## config.mk

```make
export PLATFORM = sky130hd
export DESIGN_NAME = led_pattern_engine_flat
export DESIGN_NICKNAME = d
export VERILOG_FILES = /design/src/rtl/led_pattern_if.sv /design/src/rtl/led_pattern_engine.sv /design/src/flat_wrapper.sv
export SDC_FILE = /design/constraint.sdc
export NUM_CORES = 1
export LEC_CHECK = 0
export ABC_AREA = 1
export CORE_MARGIN = 8
export CORE_UTILIZATION = 25
export DETAILED_ROUTE_END_ITERATION = 6
export DONT_BUFFER_PORTS = 1
export SLEW_MARGIN = 20
export SYNTH_ARGS = -nofsm -noshare
export SYNTH_HDL_FRONTEND = slang
export SYNTH_SLANG_ARGS = --single-unit
```

## constraint.sdc

```tcl
create_clock -name clk -period 2.37 [get_ports clk]
set_clock_uncertainty 0.2 [all_clocks]
set_input_delay 0.3555 -clock clk [delete_from_list [all_inputs] [get_ports clk]]
set_output_delay 0.3555 -clock clk [all_outputs]
set_load 0.05 [all_outputs]
```

## src/rtl/led_pattern_if.sv

```systemverilog
// LED pattern engine control/status bundle.
// Signals: en, step, mode, load, load_value (controller -> engine);
//          leds, dir, tick (engine -> controller / LED pins).
// The master modport is the controlling side; the slave modport is the engine.
interface led_pattern_if #(
    parameter int unsigned WIDTH = 8
);
    logic             en;
    logic             step;
    logic [1:0]       mode;
    logic             load;
    logic [WIDTH-1:0] load_value;
    logic [WIDTH-1:0] leds;
    logic             dir;
    logic             tick;

    modport master (
        output en, step, mode, load, load_value,
        input  leds, dir, tick
    );

    modport slave (
        input  en, step, mode, load, load_value,
        output leds, dir, tick
    );
endinterface

```

## src/rtl/led_pattern_engine.sv

```systemverilog
// LED pattern generator: a free-running prescaler advances a WIDTH-bit pattern
// once every DIV enabled clocks (or once per step request while paused), using
// one of four modes: rotate left, rotate right, bounce, fill/empty.
// Ports:
//   clk        system clock, rising edge
//   rst        synchronous active-high reset
//   bus.en     prescaler run enable
//   bus.step   single advance request, honoured only while en=0
//   bus.mode   0 rotl, 1 rotr, 2 bounce, 3 fill/empty
//   bus.load   synchronous load of bus.load_value
//   bus.leds   registered pattern
//   bus.dir    registered direction/phase bit
//   bus.tick   registered one-cycle pulse after each advance
module led_pattern_engine #(
    parameter int unsigned WIDTH = 8,
    parameter int unsigned DIV   = 25_000_000,
    parameter logic [7:0]  INIT  = 8'b0001_1111
) (
    input  logic         clk,
    input  logic         rst,
    led_pattern_if.slave bus
);

    localparam int unsigned      CNT_W   = (DIV > 1) ? $clog2(DIV) : 1;
    localparam logic [CNT_W-1:0] CNT_MAX = CNT_W'(DIV - 1);
    localparam logic [WIDTH-1:0] INIT_W  = WIDTH'(INIT);

    logic [WIDTH-1:0] leds_q, leds_d;
    logic             dir_q, dir_d;
    logic             tick_q, tick_d;
    logic [CNT_W-1:0] cnt_q, cnt_d;
    logic [1:0]       mode_q, mode_d;

    logic             wrap;
    logic             advance;
    logic             dir_cur;
    logic [WIDTH-1:0] nxt_pat;
    logic             nxt_dir;

    // A mode change this cycle restarts the direction/phase from 0.
    assign dir_cur = (bus.mode != mode_q) ? 1'b0 : dir_q;

    assign wrap    = bus.en && (cnt_q == CNT_MAX);
    assign advance = wrap || (!bus.en && bus.step);

    // Next pattern and direction for one advance in the current mode.
    always_comb begin
        nxt_pat = leds_q;
        nxt_dir = dir_cur;
        case (bus.mode)
            2'd0: begin
                nxt_pat = {leds_q[WIDTH-2:0], leds_q[WIDTH-1]};
                nxt_dir = 1'b0;
            end
            2'd1: begin
                nxt_pat = {leds_q[0], leds_q[WIDTH-1:1]};
                nxt_dir = 1'b0;
            end
            2'd2: begin
                // Both ends lit: nothing can move, so only the direction flips.
                if (leds_q[WIDTH-1] && leds_q[0]) begin
                    nxt_dir = ~dir_cur;
                end else if (!dir_cur && leds_q[WIDTH-1]) begin
                    nxt_dir = 1'b1;
                    nxt_pat = {1'b0, leds_q[WIDTH-1:1]};
                end else if (dir_cur && leds_q[0]) begin
                    nxt_dir = 1'b0;
                    nxt_pat = {leds_q[WIDTH-2:0], 1'b0};
                end else if (dir_cur) begin
                    nxt_pat = {1'b0, leds_q[WIDTH-1:1]};
                end else begin
                    nxt_pat = {leds_q[WIDTH-2:0], 1'b0};
                end
            end
            default: begin
                // Phase flips as the shift-in produces an all-ones / all-zeros pattern.
                if (!dir_cur) begin
                    nxt_pat = {leds_q[WIDTH-2:0], 1'b1};
                    if (&leds_q[WIDTH-2:0]) begin
                        nxt_dir = 1'b1;
                    end
                end else begin
                    nxt_pat = {leds_q[WIDTH-2:0], 1'b0};
                    if (leds_q[WIDTH-2:0] == '0) begin
                        nxt_dir = 1'b0;
                    end
                end
            end
        endcase
    end

    // Load beats advance; prescaler only moves while enabled.
    always_comb begin
        leds_d = leds_q;
        dir_d  = dir_cur;
        tick_d = 1'b0;
        cnt_d  = cnt_q;
        mode_d = bus.mode;
        if (bus.load) begin
            leds_d = bus.load_value;
            cnt_d  = '0;
            dir_d  = 1'b0;
        end else begin
            if (bus.en) begin
                cnt_d = wrap ? '0 : cnt_q + CNT_W'(1);
            end
            if (advance) begin
                leds_d = nxt_pat;
                dir_d  = nxt_dir;
                tick_d = 1'b1;
            end
        end
    end

    // State registers with synchronous reset.
    always_ff @(posedge clk) begin
        if (rst) begin
            leds_q <= INIT_W;
            dir_q  <= 1'b0;
            tick_q <= 1'b0;
            cnt_q  <= '0;
            mode_q <= bus.mode;
        end else begin
            leds_q <= leds_d;
            dir_q  <= dir_d;
            tick_q <= tick_d;
            cnt_q  <= cnt_d;
            mode_q <= mode_d;
        end
    end

    assign bus.leds = leds_q;
    assign bus.dir  = dir_q;
    assign bus.tick = tick_q;

endmodule
```

## src/flat_wrapper.sv

```systemverilog
// flat-port wrapper written by rule: the top's interface ports become plain ports
module led_pattern_engine_flat 
#(
    parameter int unsigned WIDTH = 8,
    parameter int unsigned DIV   = 25_000_000,
    parameter logic [7:0]  INIT  = 8'b0001_1111
)
  (clk, rst, bus_en, bus_step, bus_mode, bus_load, bus_load_value, bus_leds, bus_dir, bus_tick);
  led_pattern_if #(.WIDTH(WIDTH)) bus_i ();
  input  logic clk;
  input  logic rst;
  input wire logic [$bits(bus_i.en)-1:0] bus_en;
  input wire logic [$bits(bus_i.step)-1:0] bus_step;
  input wire logic [$bits(bus_i.mode)-1:0] bus_mode;
  input wire logic [$bits(bus_i.load)-1:0] bus_load;
  input wire logic [$bits(bus_i.load_value)-1:0] bus_load_value;
  output wire logic [$bits(bus_i.leds)-1:0] bus_leds;
  output wire logic [$bits(bus_i.dir)-1:0] bus_dir;
  output wire logic [$bits(bus_i.tick)-1:0] bus_tick;
  assign bus_i.en = bus_en;
  assign bus_i.step = bus_step;
  assign bus_i.mode = bus_mode;
  assign bus_i.load = bus_load;
  assign bus_i.load_value = bus_load_value;
  assign bus_leds = bus_i.leds;
  assign bus_dir = bus_i.dir;
  assign bus_tick = bus_i.tick;
  led_pattern_engine #(.WIDTH(WIDTH), .DIV(DIV), .INIT(INIT)) u_core (.clk(clk), .rst(rst), .bus(bus_i));
endmodule
```

### Word-level counts from Yosys, hierarchy flattened

Index checks and enable logic that the tools add are counted.

| word-level totals | value |
|---|---|
| bits in registers | 37 |
| bits in latches | 0 |
| bits in writable memories | 0 |
| ROM bits | 0 |
| input port bits | 15 |
| output and inout port bits | 10 |
| word-level logic and storage cells | 46 |
| memories kept | 0 |

| operators by class | value |
|---|---|
| add/sub/neg operators | 1 |
| multiply operators | 0 |
| divide/modulo/power cells | 0 |
| order comparisons | 0 |
| equality and inequality tests | 5 |
| shift operators | 0 |
| mux-type cells | 19 |
| bitwise operators | 1 |
| reductions and logical operators | 15 |

Operators with widths:

| cell | count |
|---|---|
| $mux W8 | 6 |
| $add A25 B1 Y25 const B | 1 |
| $eq A25 B25 Y1 const B | 1 |
| $mux W25 | 1 |
| $pmux W8 S3 | 1 |
| $mux W1 | 10 |
| $logic_not A7 Y1 | 1 |
| $reduce_and A7 Y1 | 1 |
| $logic_and A1 B1 Y1 | 5 |
| $reduce_or A2 Y1 | 2 |
| $ne A3 B3 Y1 const B | 1 |
| $eq A2 B1 Y1 const B | 1 |
| $eq A2 B2 Y1 const B | 1 |
| $logic_not A1 Y1 | 2 |
| $logic_not A2 Y1 | 1 |
| $ne A2 B2 Y1 | 1 |
| $pmux W1 S2 | 1 |
| $reduce_and A2 Y1 | 1 |
| $reduce_bool A2 Y1 | 1 |
| $logic_or A1 B1 Y1 | 1 |
| $not A1 Y1 | 1 |

### Longest topological paths before layout

Gate-level depths: netlist of run 1.

| depth | value |
|---|---|
| depth after elaboration | 9 |
| mapped depth | 12 |
| mapped depth without buffers | 11 |

### Worst setup path before layout of run 1

OpenSTA, ideal clock, no wires.

| timing path | value |
|---|---|
| kind | reg2reg |
| start point | reg u_core.dir_q (netlist: u_core.bus.dir) |
| end point | reg u_core.leds_q[7] (netlist: u_core.bus.leds[7]) |
| setup time | 0.112 ns |
| arrival time | 1.522 ns |
| data required time | 2.058 ns |
| path slack | 0.536 ns |
| cell stages (with the launch flop) | 9 |
| path buffers | 0 |
| period minus slack after synthesis | 1.834 ns |
| cell sequence | dfxtp_1 -> a21boi_0 -> nand3_2 -> nand2_1 -> nand2_1 -> nand3_1 -> o21ai_0 -> nor2_1 -> nor2_1 |

| between the ends | value |
|---|---|
| word-level cells in the longest chain between the ends | 8 |
| elaborated cells on any way between the ends | 11 |
| classes of those cells | mux: 8; reduce/logical: 3 |

Ends and longest elaborated chain:

| what | line | source |
|---|---|---|
| start, declared | led_pattern_engine.sv:29 | `logic dir_q, dir_d;` |
| start signal, assigned | led_pattern_engine.sv:125 | `dir_q <= dir_d;` |
| $mux W1 (*) | led_pattern_engine.sv:41 | `assign dir_cur = (bus.mode != mode_q) ? 1'b0 : dir_q;` |
| $mux W8, or another cell as far along | led_pattern_engine.sv:69 | `end else if (dir_cur) begin` |
| $mux W8 / $logic_and A1 B1 Y1 (equally long branches) | led_pattern_engine.sv:66, led_pattern_engine.sv:63 |  |
| $mux W8 (*) | led_pattern_engine.sv:63 | `end else if (!dir_cur && leds_q[WIDTH-1]) begin` |
| $mux W8 (*) | led_pattern_engine.sv:61 | `if (leds_q[WIDTH-1] && leds_q[0]) begin` |
| $pmux W8 S3 (*) | led_pattern_engine.sv:50 | `case (bus.mode)` |
| $mux W8 (*) | led_pattern_engine.sv:107 | `if (advance) begin` |
| $mux W8 (*) | led_pattern_engine.sv:99 | `if (bus.load) begin` |
| end signal, assigned | led_pattern_engine.sv:124 | `leds_q <= leds_d;` |
| end, declared | led_pattern_engine.sv:28 | `logic [WIDTH-1:0] leds_q, leds_d;` |

Every way passes the cells marked *; elsewhere a longest branch is shown, timed or not. The select of a mux whose other input is x is not followed.
A chain may end at the register's enable or synchronous reset.

### Worst setup path after layout of run 1

| timing path | value |
|---|---|
| start point | reg u_core.cnt_q[0] |
| end point | reg u_core.leds_q[2] (netlist: u_core.bus.leds[2]) |

| between the ends | value |
|---|---|
| word-level cells in the longest chain between the ends | 5 |

Ends and longest elaborated chain:

| what | line | source |
|---|---|---|
| start, declared | led_pattern_engine.sv:31 | `logic [CNT_W-1:0] cnt_q, cnt_d;` |
| start signal, assigned | led_pattern_engine.sv:127 | `cnt_q <= cnt_d;` |
| $eq A25 B25 Y1 | led_pattern_engine.sv:43 | `assign wrap = bus.en && (cnt_q == CNT_MAX);` |
| $logic_and A1 B1 Y1 | led_pattern_engine.sv:43 |  |
| $logic_or A1 B1 Y1 | led_pattern_engine.sv:44 | `assign advance = wrap \|\| (!bus.en && bus.step);` |
| $reduce_bool A2 Y1 (no line) | n/a |  |
| $reduce_and A2 Y1 (no line) | n/a |  |

Every way passes these cells.

==> metrics.md, run 1 <==
| Metric | Value |
|---|---|
| Outcome | `finished clean` |
| Number of global-route vias before repair | `2120` |
| Place WS | `between 0.3 and 0.4 ns` |
| Area contributors post-synth | `dfxtp_1, nand2_1, nand3_1` |
| CTS buffer count | `5` |
| Slew Limit Headroom | `67.10%` |
| Initial core utilization | `25.68%` |
| Async set-or-reset flop fraction in the synthesized netlist | `0%` |
| Multiplexer share of the synthesized area | `0%` |
| Maximum VDD drop | `slightly above 0.2 mV` |
| Die area | `12240 um^2` |
| Via count | `2250` |
| GR Overflow Total | `0` |
| CTS tree | `built` |
| Mapped Nets | `364` |
| Static leakage | `1.040 nW` |
| CP Class | `reg2reg` |
| Main combinational cell family by area after synthesis | `simple AND/OR/NAND/NOR gates` |
| Antenna violations before repair | `0` |
| Ports | `25` |
| Clock-pin transition on the worst setup and hold timing paths | `0.08 ns` |
| Simple-Gate Fraction of Synth Area | `45.31%` |
| Mapped Avg Cell Area | `6.436 um^2` |
| Sequential area share after synthesis | `around a third` |
| Slew Limit Fails | `0` |
| Post-route ant nets | `0` |
| Pre-Repair DR Iteration Count | `4` |
| Largest net degree at the start of global routing | `14` |
| GRT Util Overall | `under 10%` |
| RSZ-0062 raised after global routing | `no` |
| Setup crit start kind | `register` |
| Power Density | `568.0 nW/um^2` |
| Setup Fix Bufs, Post-CTS | `0` |
| Max FO, Critical Path | `13` |
| # port buffers | `0` |
| Endpoint class of the critical path | `register` |
| Synth-to-layout area growth | `14.92%` |
| Critical path required time | `~2.4 ns` |
| Final Core Density | `29.51%` |
| Max Clock Freq | `0.4925 GHz` |
| Htree depth | `2` |
| CTS Sinks | `37` |
| Synthesis warning total | `0` |
| Slew @ Worst Pin | `0.4928 ns` |
| CORE AREA | `8721 um^2` |
| Worst skew pair latency | `0.29 ns` |
| Most common cell in the netlist | `nand2_1` |
| Synth Instances | `348` |
| Fin crit share | `85.68%` |
| ANT cells | `0` |
| Total power | `1.462 mW` |
| Number of remaining DRC errors | `0` |
| Setup slack after layout | `0.3394 ns` |
| First-pass GRT wire length | `9.956 mm` |
| Final setup fails | `0` |
| Ys flop type | `dfxtp_1` |
| Die Width | `110.7 um` |
| Clock buffer depth | `2` |
| Yosys top cell area share | `33.07%` |
| Placed wire-length estimate | `4.426 mm` |
| DIE HEIGHT | `~110 um` |
| Min Tclk post-route | `a little over 2 ns` |
| Post-CTS sizing | `0` |
| DRT Wirelength | `5.871 mm` |
| FF+latch count, synth | `37` |
| Post-Synth XOR/XNOR Area | `0.7821%` |
| Yosys cell types | `35` |
| Setup TNS | `0 ns` |
| Arrival @ worst endpoint | `just over 2 ns` |
| Row Count | `34` |
| Top cells by count, synth | `nand2_1, nor2_1, nand3_1` |
| HP Class | `in2reg` |
| Cell accounting for the most synthesized area | `dfxtp_1` |
| Final GP Congestion | `0.8235` |
| Clk root buf | `clkbuf_8` |
| Via density per instance | `between 4 and 5` |
| Initial drt markers | `103` |
| Final hold vios | `0` |
| Drt wl/cell | `12.41 um` |
| Max-Cap Viols | `0` |
| Mapped cell area | `2240 um^2` |
| Post-Synth Adder-Cell Area | `0.5587%` |
| Synth Area in Compound Gates | `11.62%` |
| Post-synth EDFFs | `0` |
| Share of cells above drive strength 1 | `14.79%` |
| # nets final | `380` |
==> layout make-up <==
cell class / instances / area, um^2
clock buffers: 7 / 86.33
inverters: 43 / 161.4
repair buffers: 14 / 115.1
clock inverters: 1 / 30.03
multi-input cells: 263 / 1305
well taps: 108 / 135.1
flip-flops and latches: 37 / 740.7
fillers: 958 / 6147
==> power by group <==
group	switching (mW)	leakage [nW]	internal, mW
Sequential	0.0143	0.301	0.638
Combinational	0.157	0.680	0.0667
Clock	0.243	0.0585	0.344
Total	0.414	1.04	1.05
==> path summary, 6_finish.rpt <==
| kind | start | to | slack, ns | depth (start not counted) |
|---|---|---|---|---|
| min reg2reg | u_core.cnt_q[21] | u_core.cnt_q[21] | 0.28 | 2 |
| max reg2reg | u_core.cnt_q[0] | u_core.bus.leds[2] | 0.34 | 10 |
| min | bus_en | u_core.cnt_q[1] | 0.02 | 2 |
| max | u_core.cnt_q[0] | u_core.bus.leds[2] | 0.34 | 10 |
==> metrics by stage <==
stage / hold WS [ns] / cell area [um^2] / std cells
after CTS: 0.002334 / 2564 / 472
after global placement: 0.1838 / 2417 / 461
final: 0.01665 / 2574 / 473
after floorplan: 0.1832 / 2240 / 348
after detailed placement: 0.1838 / 2417 / 461
after global routing: 0.001998 / 2574 / 473
==> kinds of logic (layout without fill, tap and decap cells) <==
logic type	Yosys count	count (layout)
xor+xnor	2	2
simple gates	218	218
compound gates	42	42
buf+inv	48	65
fa+ha+maj	1	1
flops	37	37
==> routing by layer <==
layer	routed length [um]	share of wire (%)	global-route usage (%)
met4	51	0.87	2.793
met3	273	4.6	2.976
met5	0	0	0
met2	2710	46	15.50
met1	2835	48	11.81
==> placed cells by master (no fill, tap or decap), types with 5 or more instances in the layout <==
master	synthesis	final
a21oi_1	17	17
a21oi_2	5	5
buf_4	1	10
clkbuf_8	0	6
dfxtp_1	37	37
inv_1	37	37
inv_2	6	6
nand2_1	88	88
nand3_1	39	39
nand4_1	5	5
nor2_1	51	51
nor2_2	9	9
nor3_1	7	7
o21ai_0	9	9
==> sequential cells by signal, summed over array words and instances, names as in the netlist <==
register	cells
u_core.bus.leds	8
u_core.mode_q	2
u_core.bus.tick	1
u_core.bus.dir	1
u_core.cnt_q	25
==> critical path, stage by stage (launching register included) <==
cell and delay, ns:
dfxtp_1 0.38, ha_1 0.20, nand2_2 0.11, nor2_4 0.12
nand3_1 0.11, nor2_2 0.14, nand2_2 0.10, nand3_2 0.09
nand2_2 0.22, a21oi_2 0.19, nand2_1 0.06
==> timing repair <==
action,in CTS,in global routing
hold buffers,3,1
hold endpoints to repair,7,1
endpoints found under the setup margin,0,0
No activity file was read; power rests on OpenSTA's default activity.
==> inputs of run 2 (changes only) <==
- ABC_AREA: 1 -> default
==> metrics.md, run 2 <==
| Metric | Value |
|---|---|
| Outcome | `finished clean (unchanged)` |
| Max FO, Critical Path | `10 (was 13)` |
| Arrival @ worst endpoint | `2.23 ns (was 2.02 ns)` |
| CTS buffer count | `5 (unchanged)` |
| Min Tclk post-route | `2.255 ns (was 2.031 ns)` |
| Number of remaining DRC errors | `0 (unchanged)` |
| Fin crit share | `95.16% (was 85.68%)` |
| Post-synth EDFFs | `0 (unchanged)` |
| Mapped cell area | `2073 um^2 (was 2240 um^2)` |
| Cell accounting for the most synthesized area | `dfxtp_1 (unchanged)` |
| Antenna violations before repair | `0 (unchanged)` |
| Initial drt markers | `153 (was 103)` |
| Largest net degree at the start of global routing | `23 (was 14)` |
| Post-route ant nets | `0 (unchanged)` |
| Area contributors post-synth | `dfxtp_1, xnor2_1, nor2_1 (was dfxtp_1, nand2_1, nand3_1)` |
| Clock buffer depth | `2 (unchanged)` |
| Number of global-route vias before repair | `1776 (was 2120)` |
| Static leakage | `0.8666 nW (was 1.040 nW)` |
| Final setup fails | `0 (unchanged)` |
| CTS Sinks | `37 (unchanged)` |
| Largest Register | `u_core.cnt_q (unchanged)` |
| CP Class | `reg2reg (unchanged)` |
| Most frequent cells in the layout | `dfxtp_1, nor2_1, buf_4, nand2_1, xnor2_1 (was nand2_1, nor2_1, nand3_1, inv_1, dfxtp_1)` |
| Final hold vios | `0 (unchanged)` |
| Endpoint class of the critical path | `register (unchanged)` |
| RSZ-0062 raised after global routing | `no (unchanged)` |
| Top cells by count, synth | `dfxtp_1, nor2_1, nand2_1, xnor2_1, nand3_1 (was nand2_1, nor2_1, nand3_1)` |
| Mapped Avg Cell Area | `8.497 um^2 (was 6.436 um^2)` |
| Slowest CP cell | `o41a_2 (was dfxtp_1)` |
| Die Width | `107.1 um (was 110.7 um)` |
| Most common cell in the netlist | `dfxtp_1 (was nand2_1)` |
| Clock-pin transition on the worst setup and hold timing paths | `0.07 ns (was 0.08 ns)` |
| CP Cell Sequence | `and4_1 > nand2_1 > o41a_2 > o2111a_1 > a311o_1 (was ha_1 > nand2_2 > nor2_4 > nand3_1 > nor2_2 > nand2_2 > nand3_2 > nand2_2 > a21oi_2 > nand2_1)` |
| Share of cells above drive strength 1 | `13.21% (was 14.79%)` |
| Worst skew pair latency | `0.29 ns (about the same)` |
| CTS tree | `built (unchanged)` |
| Row Count | `33 (was 34)` |
| ANT cells | `0 (unchanged)` |
| Setup crit start kind | `register (unchanged)` |
| Mapped Nets | `260 (was 364)` |
| Max FFs per register | `25 (unchanged)` |
| Ys flop type | `dfxtp_1 (unchanged)` |
| GRT Util Overall | `9.499% (was 9.568%)` |
| HP Class | `in2reg (unchanged)` |
| Maximum VDD drop | `0.2044 mV (was 0.2037 mV)` |
| Die area | `11460 um^2 (was 12240 um^2)` |
| # fillers | `860 (was 958)` |
| # port buffers | `0 (unchanged)` |
| Drt wl/cell | `14.31 um (was 12.41 um)` |
| Synthesis warning total | `0 (unchanged)` |
| DIE HEIGHT | `107.1 um (was 110.7 um)` |
| Placed wire-length estimate | `3.973 mm (was 4.426 mm)` |
| Sequential area share after synthesis | `35.73% (was 33.07%)` |
| Slew Limit Fails | `0 (unchanged)` |
| Synth Instances | `244 (was 348)` |
| Ports | `25 (unchanged)` |
| Worst path max stage delay | `0.61 ns (was 0.38 ns)` |
| Max Clock Freq | `0.4434 GHz (was 0.4925 GHz)` |
| DRT Wirelength | `5.296 mm (was 5.871 mm)` |
| Final GP Congestion | `0.8761 (was 0.8235)` |
| Async set-or-reset flop fraction in the synthesized netlist | `0% (unchanged)` |
| Via density per instance | `5.111 (was 4.757)` |
| Power Density | `565.0 nW/um^2 (was 568.0 nW/um^2)` |
| Critical path required time | `2.35 ns (was 2.36 ns)` |
| Slew Limit Headroom | `55.34% (was 67.10%)` |
| First-pass GRT wire length | `8.845 mm (was 9.956 mm)` |
| Slew @ Worst Pin | `0.6690 ns (was 0.4928 ns)` |
| Htree depth | `2 (unchanged)` |
| FF+latch count, synth | `37 (unchanged)` |
| Hold Worst Slack | `0.01350 ns (was 0.01665 ns)` |
| Clk root buf | `clkbuf_8 (unchanged)` |
| Most common cell after layout, fill and taps aside | `dfxtp_1 (was nand2_1)` |
| Total power | `1.389 mW (was 1.462 mW)` |
| Setup TNS | `0 ns (unchanged)` |
| Synth-to-layout area growth | `18.59% (was 14.92%)` |
| GR Overflow Total | `0 (unchanged)` |
| Pre-Repair DR Iteration Count | `5 (was 4)` |
| Yosys cell types | `54 (was 35)` |
| Yosys top cell area share | `35.73% (was 33.07%)` |
| # nets final | `280 (was 380)` |
| CORE AREA | `8134 um^2 (was 8721 um^2)` |
| Via count | `1891 (was 2250)` |
| Max-Cap Viols | `0 (unchanged)` |
| Initial core utilization | `25.49% (was 25.68%)` |
[run 2: cell types whose count changed after synthesis, sizes merged, moves of 5 or more]
cell    change
inv        -34
xnor2      +15
nand2      -76
o211a       +5
o211ai      +6
a21oi      -17
clkbuf      +5
nand3      -27
xor2        +8
nor2       -28
and4        +5
[run 2: worst max-delay path, delay by kind of cell (launching register included)]
kind	cells	cell delay, ns
AO/OA/AOI/OAI	3	1.15
flip-flops	1	0.40
AND/OR/NAND/NOR	2	0.40
[run 2: path summary, 6_finish.rpt]
path,from,end,slack (ns),cells after the start
max reg2reg,u_core.cnt_q[18],u_core.bus.leds[5],0.11,5
min reg2reg,u_core.cnt_q[1],u_core.cnt_q[1],0.29,2
min,rst,u_core.bus.leds[1],0.01,1
max,u_core.cnt_q[18],u_core.bus.leds[5],0.11,5
[run 2: layout make-up]
| class | instances | area [um^2] | area share, % |
|---|---|---|---|
| clock buffers | 7 | 86.33 | 3.511 |
| clock inverters | 1 | 30.03 | 1.221 |
| inverters | 9 | 33.78 | 1.374 |
| multi-input cells | 189 | 1251 | 50.89 |
| flip-flops and latches | 37 | 740.7 | 30.13 |
| well taps | 105 | 131.4 | 5.344 |
| repair buffers | 22 | 185.2 | 7.532 |
[run 2: logic make-up after synthesis]
group / after synthesis / share of synthesized area, %
buf+inv: 18 / 3.983
mux: 2 / 1.026
simple gates: 116 / 30.66
fa+ha+maj: 1 / 0.6034
flops: 37 / 35.73
xor+xnor: 25 / 10.56
compound gates: 45 / 17.44
[run 2: per-layer routing]
metal  vias up  routed length [um]  global-route usage, %
met5         -                   0                      0
met4         0                  89                  2.714
met3         9                 445                  2.819
met2        62                2420                  14.87
met1       890                2341                  12.28
li1        930                   -                      -
[run 2: where the power goes]
group / leakage (nW) / switching (mW) / internal [mW]
clock network: 0.0585 / 0.219 / 0.343
registers: 0.301 / 0.0190 / 0.636
logic: 0.507 / 0.110 / 0.0626
[run 2: through the flow]
stage	instance area (um^2)	setup WS, ns	cells	utilization (%)
2_1_floorplan	2073	0.2678	244	-
3_3_place_gp	2311	0.1568	359	28.41
3_5_place_dp	2311	0.09110	359	28.41
4_1_cts	2457	0.08019	370	30.21
5_1_grt	2459	0.02634	370	30.23
6_report	2459	0.1148	370	30.23
[run 2: what timing repair did]
action | CTS | global route
buffers inserted | 0 | 0
endpoints found under the setup margin | 0 | 2
endpoints found under the hold margin | 7 | 0
hold buffers | 3 | 0
resized for setup | 0 | 1
==> inputs of run 3 (changes only) <==
- CORE_ASPECT_RATIO: default -> 1.4
==> metrics.md, run 3 (synthesis results as in run 2) <==
| Metric | Value |
|---|---|
| Outcome | `finished clean (unchanged)` |
| Number of remaining DRC errors | `0 (unchanged)` |
| Reg2reg end | `u_core.cnt_q[24] (was u_core.bus.leds[5])` |
| Setup TNS | `0 ns (unchanged)` |
| Setup Fix Bufs, Post-CTS | `0 (unchanged)` |
| CTS buffer count | `5 (unchanged)` |
| Max FO, Critical Path | `5 (was 10)` |
| # port buffers | `0 (unchanged)` |
| ANT cells | `0 (unchanged)` |
| Multi-input gate area | `1250 um^2 (was 1251 um^2)` |
| Design area | `2495 um^2 (was 2459 um^2)` |
| Reg area | `740.7 um^2 (unchanged)` |
| Drt wl/cell | `15.60 um (was 14.31 um)` |
| Final hold vios | `0 (unchanged)` |
| DIE HEIGHT | `123.8 um (was 107.1 um)` |
| GRT Util Overall | `10.51% (was 9.499%)` |
| Slew @ Worst Pin | `0.6735 ns (was 0.6690 ns)` |
| Max Clock Freq | `0.4515 GHz (was 0.4434 GHz)` |
| Final GP Congestion | `0.8498 (was 0.8761)` |
| Share of cells above drive strength 1 | `13.16% (was 13.21%)` |
| Setup slack after layout | `0.1549 ns (was 0.1148 ns)` |
| CORE AREA | `8100 um^2 (was 8134 um^2)` |
| Post-CTS sizing | `0 (unchanged)` |
| Arrival @ worst endpoint | `2.19 ns (was 2.23 ns)` |
| First-pass GRT wire length | `9.625 mm (was 8.845 mm)` |
| Post-route ant nets | `0 (unchanged)` |
| Die area | `11500 um^2 (was 11460 um^2)` |
| Clock-pin transition on the worst setup and hold timing paths | `0.05 ns (was 0.07 ns)` |
| Number of global-route vias before repair | `1921 (was 1776)` |
| Placement Cell Area | `2322 um^2 (was 2311 um^2)` |
| Slew Limit Fails | `0 (unchanged)` |
| Synth-to-layout area growth | `20.34% (was 18.59%)` |
| Row Count | `39 (was 33)` |
| Total power | `1.482 mW (was 1.389 mW)` |
| Final setup fails | `0 (unchanged)` |
| Static leakage | `0.8872 nW (was 0.8666 nW)` |
| Worst path bufs/invs | `0 (unchanged)` |
| Placed wire-length estimate | `4.406 mm (was 3.973 mm)` |
| CP Cell Sequence | `ha_1 > nand4_1 > or4_1 > nor3_1 > xnor2_1 > nor2_1 (was and4_1 > nand2_1 > o41a_2 > o2111a_1 > a311o_1)` |
| Critical path required time | `2.34 ns (was 2.35 ns)` |
| Endpoint class of the critical path | `register (unchanged)` |
| R2r startpoint | `u_core.cnt_q[0] (was u_core.cnt_q[18])` |
| Hold Crit Start | `bus_load (was rst)` |
| Setup crit start kind | `register (unchanged)` |
| Most frequent cells in the layout | `dfxtp_1, nor2_1, buf_4, nand2_1, xnor2_1 (unchanged)` |
| Place WS | `0.1289 ns (was 0.09110 ns)` |
| CTS tree | `built (unchanged)` |
| Hold Worst Slack | `0.03397 ns (was 0.01350 ns)` |
| NetSw | `0.3699 mW (was 0.3475 mW)` |
| Combinational power share | `11.7% (was 12.4%)` |
| GR Overflow Total | `0 (unchanged)` |
| Min Tclk post-route | `2.215 ns (was 2.255 ns)` |
| Crit path max-delay family | `simple AND/OR/NAND/NOR gates (was compound AO/OA/AOI/OAI gates)` |
| Worst path max stage delay | `0.66 ns (was 0.61 ns)` |
| CP Class | `reg2reg (unchanged)` |
| Largest Register | `u_core.cnt_q (unchanged)` |
| Max-Cap Viols | `0 (unchanged)` |
| Die Width | `92.97 um (was 107.1 um)` |
| Worst-case reg-to-reg path depth | `6 (was 5)` |
| Sequential fraction of design power | `44.2% (was 47.1%)` |
| Hold EP | `u_core.bus.leds[5] (was u_core.bus.leds[1])` |
| FF-to-FF setup slack | `0.15 ns (was 0.11 ns)` |
| Via density per instance | `5.149 (was 5.111)` |
| Initial drt markers | `79 (was 153)` |
| Clock network fraction of total power | `44.1% (was 40.5%)` |
| Power Internal | `1.112 mW (was 1.042 mW)` |
| Clock buffer depth | `2 (unchanged)` |
| Clk root buf | `clkbuf_16 (was clkbuf_8)` |
| Power Density | `594.1 nW/um^2 (was 565.0 nW/um^2)` |
| Slew Limit Headroom | `55.04% (was 55.34%)` |
| Fin crit share | `93.46% (was 95.16%)` |
| Max FFs per register | `25 (unchanged)` |
| # fillers | `886 (was 860)` |
| Worst Hold Path Cells | `1 (unchanged)` |
| Switching Share | `24.96% (was 25.01%)` |
| Pre-Repair DR Iteration Count | `4 (was 5)` |
| Most common cell after layout, fill and taps aside | `dfxtp_1 (unchanged)` |
| CTS Sinks | `37 (unchanged)` |
| Initial core utilization | `25.59% (was 25.49%)` |
| Worst skew pair latency | `0.28 ns (was 0.29 ns)` |
| Antenna violations before repair | `0 (unchanged)` |
| Maximum VDD drop | `0.2266 mV (was 0.2044 mV)` |
| Ports | `25 (unchanged)` |
| Largest net degree at the start of global routing | `23 (unchanged)` |
| Via count | `1895 (was 1891)` |
| Htree depth | `2 (unchanged)` |
| DRT Wirelength | `5.742 mm (was 5.296 mm)` |
| # nets final | `282 (was 280)` |
| Slowest CP cell | `or4_1 (was o41a_2)` |
| RSZ-0062 raised after global routing | `no (unchanged)` |
| HP Class | `in2reg (unchanged)` |
==> run 3: worst max-delay path by stage <==
stage                           startpoint  cells after the start  slack [ns]                  to
after floorplan           u_core.cnt_q[23]                      6        0.27  u_core.bus.leds[5]
after global placement     u_core.cnt_q[6]                      5        0.17  u_core.bus.leds[5]
after detailed placement   u_core.cnt_q[6]                      5        0.13  u_core.bus.leds[5]
after CTS                  u_core.cnt_q[6]                      5        0.12  u_core.bus.leds[5]
after global routing       u_core.cnt_q[6]                      5        0.02  u_core.bus.leds[5]
final                      u_core.cnt_q[0]                      6        0.15    u_core.cnt_q[24]
==> run 3: layout make-up <==
class	count	share of cell area, %
Multi-Input combinational cell	189	50.10
Timing Repair Buffer	24	8.024
Inverter	9	1.354
Sequential cell	37	29.69
Clock buffer	7	5.717
Tap cell	102	5.115
==> run 3: repair_timing <==
action | CTS | global route
endpoints found under the setup margin | 0 | 2
endpoints found under the hold margin | 7 | 0
hold buffers | 3 | 0
==> run 3: layer usage <==
metal | vias up | part of all wire, % | GRT usage, %
met5 | - | 0 | 0
met4 | 0 | 1.7 | 4.247
met3 | 11 | 6.2 | 3.378
met2 | 51 | 53 | 19.72
met1 | 894 | 39 | 10.42
li1 | 939 | - | -
==> run 3: per-stage QoR <==
step	std cells	util (%)
finish	368	30.80
global route	368	30.80
CTS	368	30.80
detailed placement	358	28.67
global placement	358	28.67
floorplan	244	-
==> run 3: power groups by stage <==
stage | combinational (mW) | sequential (mW) | clock, mW
5_1_grt | 0.190 | 0.659 | 0.695
2_1_floorplan | 0.0917 | 0.706 | 0
6_report | 0.173 | 0.656 | 0.654
4_1_cts | 0.174 | 0.656 | 0.672
3_5_place_dp | 0.168 | 0.669 | 0
3_3_place_gp | 0.167 | 0.669 | 0
